===== src/rtl/output_pack_pkg.sv =====
`default_nettype none
// ============================================================================
// Module   : output_pack_pkg
// Purpose  : Shared definitions for the output byte packer: controller state
//            encoding, byte-lane geometry and the byte merge helper.
// Revision : 1.0 - initial release
// ============================================================================
package output_pack_pkg;

    // Frame controller states
    typedef enum logic [2:0] {
        ST_IDLE  = 3'd0,
        ST_PACK  = 3'd1,
        ST_FLUSH = 3'd2,
        ST_DRAIN = 3'd3,
        ST_DONE  = 3'd4
    } opack_state_t;

    localparam logic [2:0] BYTES_PER_WORD  = 3'd4;
    localparam logic [2:0] BYTES_PER_PIXEL = 3'd3;

    // Places a new B/G/R triplet directly above the 'held' residue bytes.
    // Result bits [31:0] form the outgoing word, bits [47:32] the leftover.
    function automatic logic [47:0] merge_bytes(
        input logic [23:0] held,
        input logic [1:0]  held_cnt,
        input logic [23:0] triplet
    );
        merge_bytes = ({24'd0, triplet} << {held_cnt, 3'b000}) | {24'd0, held};
    endfunction

endpackage
`default_nettype wire


===== src/rtl/opack_fifo.sv =====
`default_nettype none
// ============================================================================
// Module   : opack_fifo
// Purpose  : DEPTH x WIDTH synchronous word FIFO. The head entry is visible
//            combinationally on head_data (no read latency).
// Ports    : clk, rst_n (sync, active-low), push/push_data, pop,
//            head_data, count, full, empty
// Revision : 1.0 - initial release
// ============================================================================
module opack_fifo #(
    parameter int DEPTH = 4,
    parameter int WIDTH = 32
) (
    input  logic                     clk,
    input  logic                     rst_n,
    input  logic                     push,
    input  logic [WIDTH-1:0]         push_data,
    input  logic                     pop,
    output logic [WIDTH-1:0]         head_data,
    output logic [$clog2(DEPTH):0]   count,
    output logic                     full,
    output logic                     empty
);
    localparam int AW = $clog2(DEPTH);
    localparam logic [AW-1:0] C_PTR_ONE = AW'(1);
    localparam logic [AW:0]   C_CNT_ONE = (AW+1)'(1);
    localparam logic [AW:0]   C_DEPTH   = (AW+1)'(DEPTH);

    logic [WIDTH-1:0] r_mem [DEPTH];
    logic [AW-1:0]    r_wr_ptr;
    logic [AW-1:0]    r_rd_ptr;
    logic [AW:0]      r_count;
    logic             w_push_ok;
    logic             w_pop_ok;

    assign full      = (r_count == C_DEPTH);
    assign empty     = (r_count == '0);
    assign count     = r_count;
    assign head_data = r_mem[r_rd_ptr];
    assign w_push_ok = push & ~full;
    assign w_pop_ok  = pop & ~empty;

    always_ff @(posedge clk) begin
        if (!rst_n) begin
            r_wr_ptr <= '0;
            r_rd_ptr <= '0;
            r_count  <= '0;
        end else begin
            if (w_push_ok) r_wr_ptr <= r_wr_ptr + C_PTR_ONE;
            if (w_pop_ok)  r_rd_ptr <= r_rd_ptr + C_PTR_ONE;
            case ({w_push_ok, w_pop_ok})
                2'b10:   r_count <= r_count + C_CNT_ONE;
                2'b01:   r_count <= r_count - C_CNT_ONE;
                default: r_count <= r_count;
            endcase
        end
    end

    // Storage needs no reset: entries are only observed while count > 0.
    always_ff @(posedge clk) begin
        if (w_push_ok) r_mem[r_wr_ptr] <= push_data;
    end

endmodule
`default_nettype wire


===== src/rtl/output_pack.sv =====
`default_nettype none
// ============================================================================
// Module   : output_pack
// Purpose  : Packs the B,G,R byte stream into 32-bit little-endian words
//            (byte0 = oldest), queues them in a word FIFO for the AHB write
//            path, and on end of frame flushes a zero-padded partial word
//            and pulses DONE once the FIFO has drained.
// Ports    : I_OPACK_HCLK / I_OPACK_HRESET_N (sync, active-low)
//            I_OPACK_PIXEL_B/G/R, I_OPACK_PIXEL_VALID   - input triplets
//            I_OPACK_FLUSH                              - end-of-frame pulse
//            I_OPACK_WREADY, O_OPACK_WDATA, O_OPACK_WVALID - word output
//            O_OPACK_STALL, O_OPACK_OVF, O_OPACK_DONE   - status
//            O_OPACK_BYTE_CNT                           - bytes this frame
// Config   : define OPACK_BYTE_CNT_EN to build the per-frame byte counter;
//            otherwise O_OPACK_BYTE_CNT is tied to zero.
// Revision : 1.0 - initial release
// ============================================================================
module output_pack
    import output_pack_pkg::*;
#(
    parameter int DEPTH = 4,
    parameter int CNT_W = 16
) (
    input  logic             I_OPACK_HCLK,
    input  logic             I_OPACK_HRESET_N,
    input  logic [7:0]       I_OPACK_PIXEL_B,
    input  logic [7:0]       I_OPACK_PIXEL_G,
    input  logic [7:0]       I_OPACK_PIXEL_R,
    input  logic             I_OPACK_PIXEL_VALID,
    input  logic             I_OPACK_FLUSH,
    input  logic             I_OPACK_WREADY,
    output logic [31:0]      O_OPACK_WDATA,
    output logic             O_OPACK_WVALID,
    output logic             O_OPACK_STALL,
    output logic             O_OPACK_OVF,
    output logic             O_OPACK_DONE,
    output logic [CNT_W-1:0] O_OPACK_BYTE_CNT
);
    localparam int CW = $clog2(DEPTH) + 1;
    localparam logic [CW-1:0] C_CNT_ONE   = CW'(1);
    localparam logic [CW-1:0] C_STALL_LVL = CW'(DEPTH - 1);

    opack_state_t r_state;
    opack_state_t w_state_next;

    logic [1:0]    r_res;        // residue bytes held (0..3)
    logic [23:0]   r_hold;       // residue bytes, lane 0 = oldest
    logic          r_ovf;
    logic          r_stall;

    logic [47:0]   w_cat;
    logic [2:0]    w_total;
    logic          w_need_push;
    logic          w_can_take;
    logic          w_accept;
    logic          w_flush_push;
    logic          w_push;
    logic [31:0]   w_push_data;
    logic          w_pop;
    logic [31:0]   w_head;
    logic [CW-1:0] w_count;
    logic [CW-1:0] w_count_next;
    logic          w_full;
    logic          w_empty;

    // ------------------------------------------------------------------
    // Packer datapath
    // ------------------------------------------------------------------
    assign w_cat       = merge_bytes(r_hold, r_res,
                                     {I_OPACK_PIXEL_R, I_OPACK_PIXEL_G, I_OPACK_PIXEL_B});
    assign w_total     = {1'b0, r_res} + BYTES_PER_PIXEL;
    assign w_need_push = (w_total >= BYTES_PER_WORD);
    assign w_can_take  = (r_state == ST_IDLE) || (r_state == ST_PACK);
    // A triplet that would complete a word cannot be taken while the FIFO
    // is full; it is dropped whole so the residue stays consistent.
    assign w_accept    = I_OPACK_PIXEL_VALID && w_can_take && !(w_need_push && w_full);
    assign w_flush_push = (r_state == ST_FLUSH) && (r_res != 2'd0) && !w_full;
    assign w_push      = (w_accept && w_need_push) || w_flush_push;
    // Residue bytes above r_res are always zero, so the partial word is
    // already zero-padded.
    assign w_push_data = w_flush_push ? {8'h00, r_hold} : w_cat[31:0];
    assign w_pop       = !w_empty && I_OPACK_WREADY;

    always_ff @(posedge I_OPACK_HCLK) begin
        if (!I_OPACK_HRESET_N) begin
            r_res  <= 2'd0;
            r_hold <= 24'd0;
        end else if (w_accept) begin
            // Total is 3..6, so the new residue count is total mod 4.
            r_res  <= w_total[1:0];
            r_hold <= w_need_push ? {8'h00, w_cat[47:32]} : w_cat[23:0];
        end else if (w_flush_push) begin
            r_res  <= 2'd0;
            r_hold <= 24'd0;
        end
    end

    // ------------------------------------------------------------------
    // Word FIFO
    // ------------------------------------------------------------------
    opack_fifo #(
        .DEPTH (DEPTH),
        .WIDTH (32)
    ) u_fifo (
        .clk       (I_OPACK_HCLK),
        .rst_n     (I_OPACK_HRESET_N),
        .push      (w_push),
        .push_data (w_push_data),
        .pop       (w_pop),
        .head_data (w_head),
        .count     (w_count),
        .full      (w_full),
        .empty     (w_empty)
    );

    assign w_count_next = w_count + (w_push ? C_CNT_ONE : '0) - (w_pop ? C_CNT_ONE : '0);

    // STALL leaves one slot of slack for the triplet already in flight.
    always_ff @(posedge I_OPACK_HCLK) begin
        if (!I_OPACK_HRESET_N) begin
            r_stall <= 1'b0;
            r_ovf   <= 1'b0;
        end else begin
            r_stall <= (w_count_next >= C_STALL_LVL);
            if (I_OPACK_PIXEL_VALID && !w_accept) r_ovf <= 1'b1;
        end
    end

    // ------------------------------------------------------------------
    // Frame controller
    // ------------------------------------------------------------------
    always_ff @(posedge I_OPACK_HCLK) begin
        if (!I_OPACK_HRESET_N) r_state <= ST_IDLE;
        else                   r_state <= w_state_next;
    end

    always_comb begin
        w_state_next = r_state;
        case (r_state)
            ST_IDLE: begin
                // With a same-cycle triplet the flush must pass through
                // FLUSH so that the triplet's residue gets emitted.
                if (I_OPACK_FLUSH)            w_state_next = I_OPACK_PIXEL_VALID ? ST_FLUSH : ST_DRAIN;
                else if (I_OPACK_PIXEL_VALID) w_state_next = ST_PACK;
            end
            ST_PACK: begin
                if (I_OPACK_FLUSH) w_state_next = ST_FLUSH;
            end
            ST_FLUSH: begin
                if ((r_res == 2'd0) || w_flush_push) w_state_next = ST_DRAIN;
            end
            ST_DRAIN: begin
                if (w_empty) w_state_next = ST_DONE;
            end
            ST_DONE:  w_state_next = ST_IDLE;
            default:  w_state_next = ST_IDLE;
        endcase
    end

    // ------------------------------------------------------------------
    // Outputs
    // ------------------------------------------------------------------
    assign O_OPACK_WDATA  = w_empty ? 32'd0 : w_head;
    assign O_OPACK_WVALID = !w_empty;
    assign O_OPACK_STALL  = r_stall;
    assign O_OPACK_OVF    = r_ovf;
    assign O_OPACK_DONE   = (r_state == ST_DONE);

`ifdef OPACK_BYTE_CNT_EN
    localparam logic [CNT_W-1:0] C_BYTE_STEP = CNT_W'(BYTES_PER_PIXEL);
    logic [CNT_W-1:0] r_byte_cnt;

    always_ff @(posedge I_OPACK_HCLK) begin
        if (!I_OPACK_HRESET_N || (r_state == ST_DONE)) r_byte_cnt <= '0;
        else if (w_accept)                             r_byte_cnt <= r_byte_cnt + C_BYTE_STEP;
    end

    assign O_OPACK_BYTE_CNT = r_byte_cnt;
`else
    assign O_OPACK_BYTE_CNT = '0;
`endif

endmodule
`default_nettype wire


===== config.mk =====
export PLATFORM = sky130hd
export DESIGN_NAME = output_pack
export DESIGN_NICKNAME = d
export VERILOG_FILES = /design/src/rtl/output_pack_pkg.sv /design/src/rtl/opack_fifo.sv /design/src/rtl/output_pack.sv
export SDC_FILE = /design/constraint.sdc
export NUM_CORES = 1
export LEC_CHECK = 0
export ABC_AREA = 1
export CORE_MARGIN = 8
export CORE_UTILIZATION = 45
export DETAILED_ROUTE_END_ITERATION = 16
export GPL_TIMING_DRIVEN = 1
export HOLD_SLACK_MARGIN = 0.1
export PLACE_DENSITY = 0.65
export REMOVE_ABC_BUFFERS = 1
export SLEW_MARGIN = 20
export SYNTH_ARGS = -nofsm -noshare
export SYNTH_HDL_FRONTEND = slang
export SYNTH_SLANG_ARGS = --single-unit

===== constraint.sdc =====
create_clock -name I_OPACK_HCLK -period 3.63 [get_ports I_OPACK_HCLK]
set_input_delay 0.5445 -clock I_OPACK_HCLK [delete_from_list [all_inputs] [get_ports I_OPACK_HCLK]]
set_output_delay 0.5445 -clock I_OPACK_HCLK [all_outputs]
set_load 0.05 [all_outputs]

==> summary.txt, run 1 <==
Synthesis
  – YS warnings: 0
  – Synth Register Bits: 168
  – Post-synthesis xor/xnor area fraction: 0.00109
  – Sequential share of the synthesized area: 0.576
  – Synth Area in Simple Gates: 0.198
  – Largest family of logic cells by synthesized area: simple AND/OR/NAND/NOR gates
  – Post-Synth Adder-Cell Area: 0.0174
  – Post-synthesis average cell area: 9.37 um2
  – Multiplexer area fraction after synthesis: 0
  – Mapped Area: 8070 um2
  – Gate Count Post-Synth: 861
  – Library cells used by synthesis: 35
  – Compound-gate portion of the synthesized area: 0.127

Hold path
  – Endpoint, Worst Hold: u_fifo.r_rd_ptr[1]
  – Hold_sp: u_fifo.r_rd_ptr[1]
  – Hold path depth: 2
  – Worst hold path class: reg -> reg

Detailed routing
  – Pre-antenna DRT Iters: 7
  – Vias per cell: 5.27
  – DRC viols: 0
  – Total Wirelength: 19400 um
  – Drt wl/cell: 16.9 um
  – Initial DRC count: ~520
  – Detailed-route via count: 6060
  – Routed Antenna Nets: 0

Clocking
  – CTS clk-pin slew, worst paths: 0.06 ns
  – CTS tree: yes
  – CTS resizes: 0
  – CTS Sinks: 168
  – CTS max path bufs: 2
  – Setup bufs post-CTS: 0
  – Worst-Skew Late Latency: 0.43 ns
  – Cts hold-fix bufs: 0
  – Root Driver: clkbuf_16
  – H-tree depth: 4
  – TritonCTS buffer count: 17

Setup path
  – Worst EP arrival: between 2 and 3 ns
  – Crit end category: register
  – R2R cell count: 9
  – Crit path required time: 3.72 ns
  – Crit-path max FO: 37
  – Worst Setup SP: r_res[0]
  – Setup CP Type: reg -> reg
  – Reg-to-reg startpoint: r_res[0]
  – Worst reg2reg endpoint: u_fifo.r_mem[3][10]
  – Worst Setup Start Kind: register
  – FF-to-FF setup slack: around 0.74 ns

Placed design
  – Port bufs: 64
  – Placer congestion estimate: ~0.83
  – Dpl cells: 1119
  – DP HPWL: 11700 um
  – Dpl cell area: 9100 um2

GRT
  – Global-route track usage on met1: 0.221
  – GRT overflow: 0
  – M3 GR Usage: 0.0499
  – Grt peak-use layer: met2
  – Largest net degree at the start of global routing: 65
  – First-pass GRT wire length: 30500 um
  – GRT Overall Usage: 0.177
  – Initial antenna violation count: 0
  – Vias in the first global route: about 5800
  – Grt met2 use: 0.291

Power
  – Psw: roughly 3.1 mW
  – Logic pwr share: 0.462
  – Pint: 4.71 mW
  – Clock share of power: 0.215
  – Flop pwr share: 0.323
  – Worst vdd ir: 0.589 mV
  – LEAKAGE: 3.57 nW
  – Switching share of power: 0.397
  – P per Cell Area: 810 nW/um2
  – Total Power Consumption: 7.81 mW

Cells and area
  – Final nets: 948
  – Final Cell Area: just under 10000 um2
  – Area grow syn2layout: 19.6%
  – # fillers: 1544
  – Non-Filler Instances: 1150
  – Commonest non-fill, non-tap cell in the layout: nor2_1
  – Multi-input gate area: 2840 um2
  – Share of cells above drive strength 1: 0.135
  – Final core utilization: 0.543
  – Ant. Diodes: 0
  – Register area: 4650 um2
  – Most frequent cells in the layout: 153 x nor2_1, 128 x edfxtp_1, 104 x nand2_1

Run status
  – Status: finished clean

STA
  – Hold Vio Cnt, Final: 0
  – Slew Limit Fails: 0
  – Fmax: 346 MHz
  – RSZ-0062 raised after global routing: false
  – Final setup viols: 0
  – Worst slew pin tran: 0.932 ns
  – Tmin final: approximately 2.9 ns
  – Fin crit share: 0.797
  – Layout Skew: 0.00842 ns
  – Hold WS: 0.475 ns
  – Worst slew margin: 0.378

Job
  – Max_cap viols: 0

Die
  – Initial Util: 0.454
  – Core area: 17800 um2
  – IO Pins: 81
  – FP Rows: just under 50
  – Die H: 150 um
  – Die width: around 150 um
  – Die ar.: between 20000 and 25000 um2
[routing by layer]
| metal | vias up | wire (um) |
|---|---|---|
| li1 | 2979 | - |
| met1 | 2864 | 8520 |
| met5 | - | 0 |
| met2 | 184 | 9300 |
| met4 | 0 | 340 |
| met3 | 33 | 1270 |
[sequential cells by signal, summed over array words and instances, names as in the netlist, named ones only]
name / flops
u_fifo.r_mem: 128
r_hold: 24
r_state: 3
u_fifo.count: 3
r_res: 2
u_fifo.r_rd_ptr: 2
u_fifo.r_wr_ptr: 2
O_OPACK_OVF: 1
O_OPACK_STALL: 1
[worst max-delay path by stage]
stage | slack [ns] | endpoint
final | 0.74 | u_fifo.r_mem[3][10]
after global routing | 0.53 | O_OPACK_WDATA[7]
after CTS | 0.72 | O_OPACK_WDATA[22]
after detailed placement | 0.68 | O_OPACK_STALL
after global placement | 0.75 | O_OPACK_STALL
after floorplan | -1.0 | u_fifo.r_mem[0][0]
[power groups by stage]
stage          logic, mW  clock network (mW)  registers [mW]
3_3_place_gp        3.59                   0            2.56
4_1_cts             3.63                1.69            2.52
5_1_grt             3.91                1.78            2.54
6_report            3.61                1.68            2.52
3_5_place_dp        3.62                   0            2.56
2_1_floorplan       1.96                   0            2.64
[layout make-up]
type / count / area share
clock buffer: 19 / 0.0449
clock inverter: 12 / 0.0114
inverter: 63 / 0.0245
multi-input combinational: 577 / 0.294
sequential: 168 / 0.482
tap: 229 / 0.0297
timing repair buffer: 82 / 0.114
[Yosys cell counts]
| cell type | count | area (um2) |
|---|---|---|
| inv_2 | 6 | 22.5 |
| nand2_4 | 1 | 11.3 |
| nand3_2 | 19 | 190 |
| nand3_1 | 58 | 290 |
| clkinv_1 | 2 | 7.51 |
| or2_1 | 1 | 6.26 |
| nand3b_1 | 5 | 37.5 |
| ha_1 | 8 | 100 |
| dfxtp_1 | 40 | 801 |
| edfxtp_1 | 128 | 3840 |
| buf_1 | 2 | 7.51 |
| nor2_4 | 1 | 11.3 |
| a211oi_1 | 1 | 7.51 |
| nand2_1 | 104 | 390 |
| nor2_1 | 157 | 589 |
| fa_1 | 2 | 40.0 |
| buf_8 | 1 | 15.0 |
| xor2_1 | 1 | 8.76 |
| nor2_2 | 1 | 6.26 |
| clkbuf_1 | 16 | 60.1 |
| nand2_2 | 3 | 18.8 |
| inv_1 | 55 | 206 |
| buf_4 | 19 | 143 |
| o21a_1 | 8 | 60.1 |
| buf_2 | 25 | 125 |
| conb_1 | 1 | 3.75 |
| buf_6 | 4 | 45.0 |
| o21ai_1 | 3 | 15.0 |
| a21oi_1 | 65 | 325 |
| nor3_1 | 8 | 40.0 |
| o21ai_0 | 101 | 505 |
| nor3b_1 | 1 | 7.51 |
| buf_12 | 1 | 20.0 |
| a31oi_1 | 2 | 12.5 |
| a21oi_2 | 11 | 96.3 |
[worst max-delay path, stage by stage, from the launching register on]
cell and delay [ns]:
dfxtp_1 0.34, inv_2 0.04, ha_1 0.21, inv_2 0.27, nand3_1 0.14, inv_2 0.08, nand2_2 0.05, buf_4 0.29
inv_1 0.75, o21ai_0 0.38
[cells by family (layout without fill, tap and decap cells)]
logic type | after synthesis | count (layout)
and+or+nand+nor | 359 | 359
AOI/OAI and AO/OA | 191 | 191
DFF | 168 | 168
buffers and inverters | 131 | 176
adders and majority gates | 10 | 10
other | 1 | 16
xor gates and xnor gates | 1 | 1
[stage by stage]
step / TNS (ns) / setup WS, ns
2_1_floorplan: -134.27 / -0.999
4_1_cts: 0 / 0.720
6_report: 0 / 0.737
3_5_place_dp: 0 / 0.677
5_1_grt: 0 / 0.528
3_3_place_gp: 0 / 0.754
No activity file was read; power rests on OpenSTA's default activity.
==> inputs of run 2 (changes only) <==
--- a/config.mk
+++ b/config.mk
@@ -11,7 +11,7 @@
 export DETAILED_ROUTE_END_ITERATION = 16
 export GPL_TIMING_DRIVEN = 1
 export HOLD_SLACK_MARGIN = 0.1
-export PLACE_DENSITY = 0.65
+export PLACE_DENSITY = 0.68
 export REMOVE_ABC_BUFFERS = 1
 export SLEW_MARGIN = 20
 export SYNTH_ARGS = -nofsm -noshare
==> constraint.sdc (replaced) <==
create_clock -name I_OPACK_HCLK -period 2.3 [get_ports I_OPACK_HCLK]
set_input_delay 0.345 -clock I_OPACK_HCLK [delete_from_list [all_inputs] [get_ports I_OPACK_HCLK]]
set_output_delay 0.345 -clock I_OPACK_HCLK [all_outputs]
set_load 0.05 [all_outputs]
==> run 2 against run 1 <==
Compared with the run above:
- clock skew about the same
- non-clock buffer count rose by 35
- register-to-register slack worse by 0.66 ns
- global-route usage rose by 0.062 points
- total power is 68% higher
- sequential cell count is the same
- via count is 2.6% higher
- sequential share of layout area down 2.3 points
- core utilization rose by 2.8 points
==> summary.txt, run 2 (synthesis gave the netlist of run 1 again) <==
STA
  – Worst slew pin tran: 0.509 ns
  – RSZ-0062 raised after global routing: true
  – Worst slew margin: 0.660
  – Hold Vio Cnt, Final: 0
  – Worst setup margin: about 0.076 ns
  – Slew Limit Fails: 0
  – Fin crit share: 0.967
  – Hold WS: 0.472 ns
  – Final setup viols: 0
  – Layout Skew: 0.00808 ns
  – Fmax: 450 MHz
  – Tmin final: 2.22 ns

Placed design
  – Port bufs: 64
  – Dpl cell area: 9390 um2
  – DP HPWL: 12300 um
  – Post-Place Setup Slack: -0.285 ns
  – Placer congestion estimate: 0.830

Die
  – Die H: roughly 150 um
  – Initial Util: 0.454
  – Die ar.: between 20000 and 25000 um2
  – Core area: 17800 um2
  – IO Pins: 81
  – Die width: 150 um
  – FP Rows: 49

Setup path
  – Crit path max-delay family: adder cells
  – Crit end category: register
  – Crit path required time: 2.61 ns
  – Buf+Inv Stages, Crit Path: 6
  – R2R cell count: 16
  – Crit-path max FO: 4
  – Critical path cell sequence: inv_2, ha_4, inv_4, nand3_2, inv_2, nand2_2, nand2_2, buf_4, inv_1, ha_1, inv_1, fa_1, a21oi_1, o21ai_0, o21ai_0, a21oi_1
  – Setup CP Type: reg -> reg
  – CP max stage delay: 0.39 ns
  – Crit path max-delay cell type: fa_1
  – Crit path depth: 16
  – Worst EP arrival: 2.53 ns
  – Worst Setup Start Kind: register

Clocking
  – TritonCTS buffer count: 17
  – Root Driver: clkbuf_16
  – Worst-Skew Late Latency: 0.43 ns
  – CTS Sinks: around 170
  – CTS clk-pin slew, worst paths: 0.06 ns
  – CTS tree: yes
  – CTS max path bufs: 2
  – H-tree depth: 4

Cells and area
  – Max reg flops: 128
  – Final nets: 983
  – Commonest non-fill, non-tap cell in the layout: nor2_1
  – Register area: 4650 um2
  – Final Cell Area: 10100 um2
  – Share of cells above drive strength 1: 0.185
  – Largest registers: u_fifo.r_mem: 128 flops, r_hold: 24 flops
  – Largest Register: u_fifo.r_mem
  – # fillers: about 1500
  – Final core utilization: 0.571
  – Ant. Diodes: 0
  – Most frequent cells in the layout: 153 x nor2_1, 128 x edfxtp_1, 104 x nand2_1
  – Multi-input gate area: 2900 um2
  – Area grow syn2layout: 25.7%

Detailed routing
  – Detailed-route via count: 6219
  – Initial DRC count: 611
  – Routed Antenna Nets: 0
  – Vias per cell: 5.24
  – Total Wirelength: 19600 um
  – Pre-antenna DRT Iters: 5
  – DRC viols: 0
  – Drt wl/cell: 16.5 um

Run status
  – Status: finished clean

GRT
  – Initial antenna violation count: 0
  – First-pass GRT wire length: 30900 um
  – GRT Overall Usage: 0.178
  – Largest net degree at the start of global routing: 65
  – Vias in the first global route: 6150
  – GRT overflow: 0

Hold path
  – Hold path depth: 2
  – Worst hold path class: reg -> reg

Power
  – Worst vdd ir: 0.822 mV
  – Total Power Consumption: 13.1 mW
  – LEAKAGE: 3.83 nW
  – P per Cell Area: 1290 nW/um2

Job
  – Max_cap viols: 0
==> run 2: cell types whose count changed in the layout (fill, tap and decap cells not counted), sizes merged <==
| cell | change |
|---|---|
| bufinv | +1 |
| clkinvlp | +2 |
| clkdlybuf4s50 | -2 |
| clkinv | -6 |
| dlymetal6s2s | +2 |
| clkbuf | +4 |
| buf | +35 |
==> run 2: worst register-to-register path, stage by stage (launching register included) <==
cell and delay [ns]:
dfxtp_2 0.32, inv_2 0.08, ha_4 0.15, inv_4 0.05, nand3_2 0.07, inv_2 0.04, nand2_2 0.06, nand2_2 0.06
buf_4 0.13, inv_1 0.05, ha_1 0.13, inv_1 0.06, fa_1 0.39, a21oi_1 0.18, o21ai_0 0.13, o21ai_0 0.17
a21oi_1 0.05
==> run 2: where the power goes <==
part / switching [mW] / total (mW) / leakage [nW] / internal (mW)
combinational: 3.75 / 6.11 / 2.03 / 2.36
clock: 1.14 / 3.00 / 0.297 / 1.86
sequential: 0.159 / 3.99 / 1.50 / 3.83
total: 5.04 / 13.1 / 3.83 / 8.06
==> run 2: worst paths after layout <==
kind / from / to / slack (ns)
min reg2reg: u_fifo.r_rd_ptr[1] / register / 0.47
max: r_res[1] / u_fifo.count[2] / 0.08
min: u_fifo.r_rd_ptr[1] / register / 0.47
max reg2reg: r_res[1] / u_fifo.count[2] / 0.08
==> run 2: what timing repair did <==
| item | in CTS | in global routing |
|---|---|---|
| pin swaps | 0 | 8 |
| setup endpoints to repair | 7 | 68 |
| gates resized for setup | 7 | 16 |
| hold buffers | 0 | 0 |
| setup buffers | 1 | 4 |
==> run 2: stage by stage <==
| stage | std cells | TNS (ns) |
|---|---|---|
| 2_1_floorplan | 808 | -510.08 |
| 3_3_place_gp | 1149 | -0.334 |
| 3_5_place_dp | 1149 | -0.464 |
| 4_1_cts | 1182 | 0 |
| 5_1_grt | 1186 | -0.155 |
| 6_report | 1186 | 0 |
==> run 2: routing by layer <==
layer / track usage / share of wire / routed length (um) / vias up
met1: 0.220 / 0.44 / 8540 / 2952
met4: 0.0670 / 0.017 / 326 / 0
met2: 0.300 / 0.49 / 9610 / 189
li1: - / - / - / 3053
met3: 0.0381 / 0.058 / 1130 / 25
met5: 0 / 0 / 0 / -
==> run 2: cell type report <==
cell class                      count  share of cell area
Timing Repair Buffer              117               0.141
Sequential cell                   168               0.458
Clock buffer                       23              0.0492
Inverter                           63              0.0236
Tap cell                          229              0.0282
Multi-Input combinational cell    577               0.286
Clock inverter                      9              0.0136
==> inputs of run 3 (changes only) <==
--- a/config.mk
+++ b/config.mk
@@ -13,7 +13,6 @@
 export HOLD_SLACK_MARGIN = 0.1
 export PLACE_DENSITY = 0.68
 export REMOVE_ABC_BUFFERS = 1
-export SLEW_MARGIN = 20
 export SYNTH_ARGS = -nofsm -noshare
 export SYNTH_HDL_FRONTEND = slang
 export SYNTH_SLANG_ARGS = --single-unit
==> results of run 3 <==
The final DEF is identical to that of run 2; final timing and power are the same.
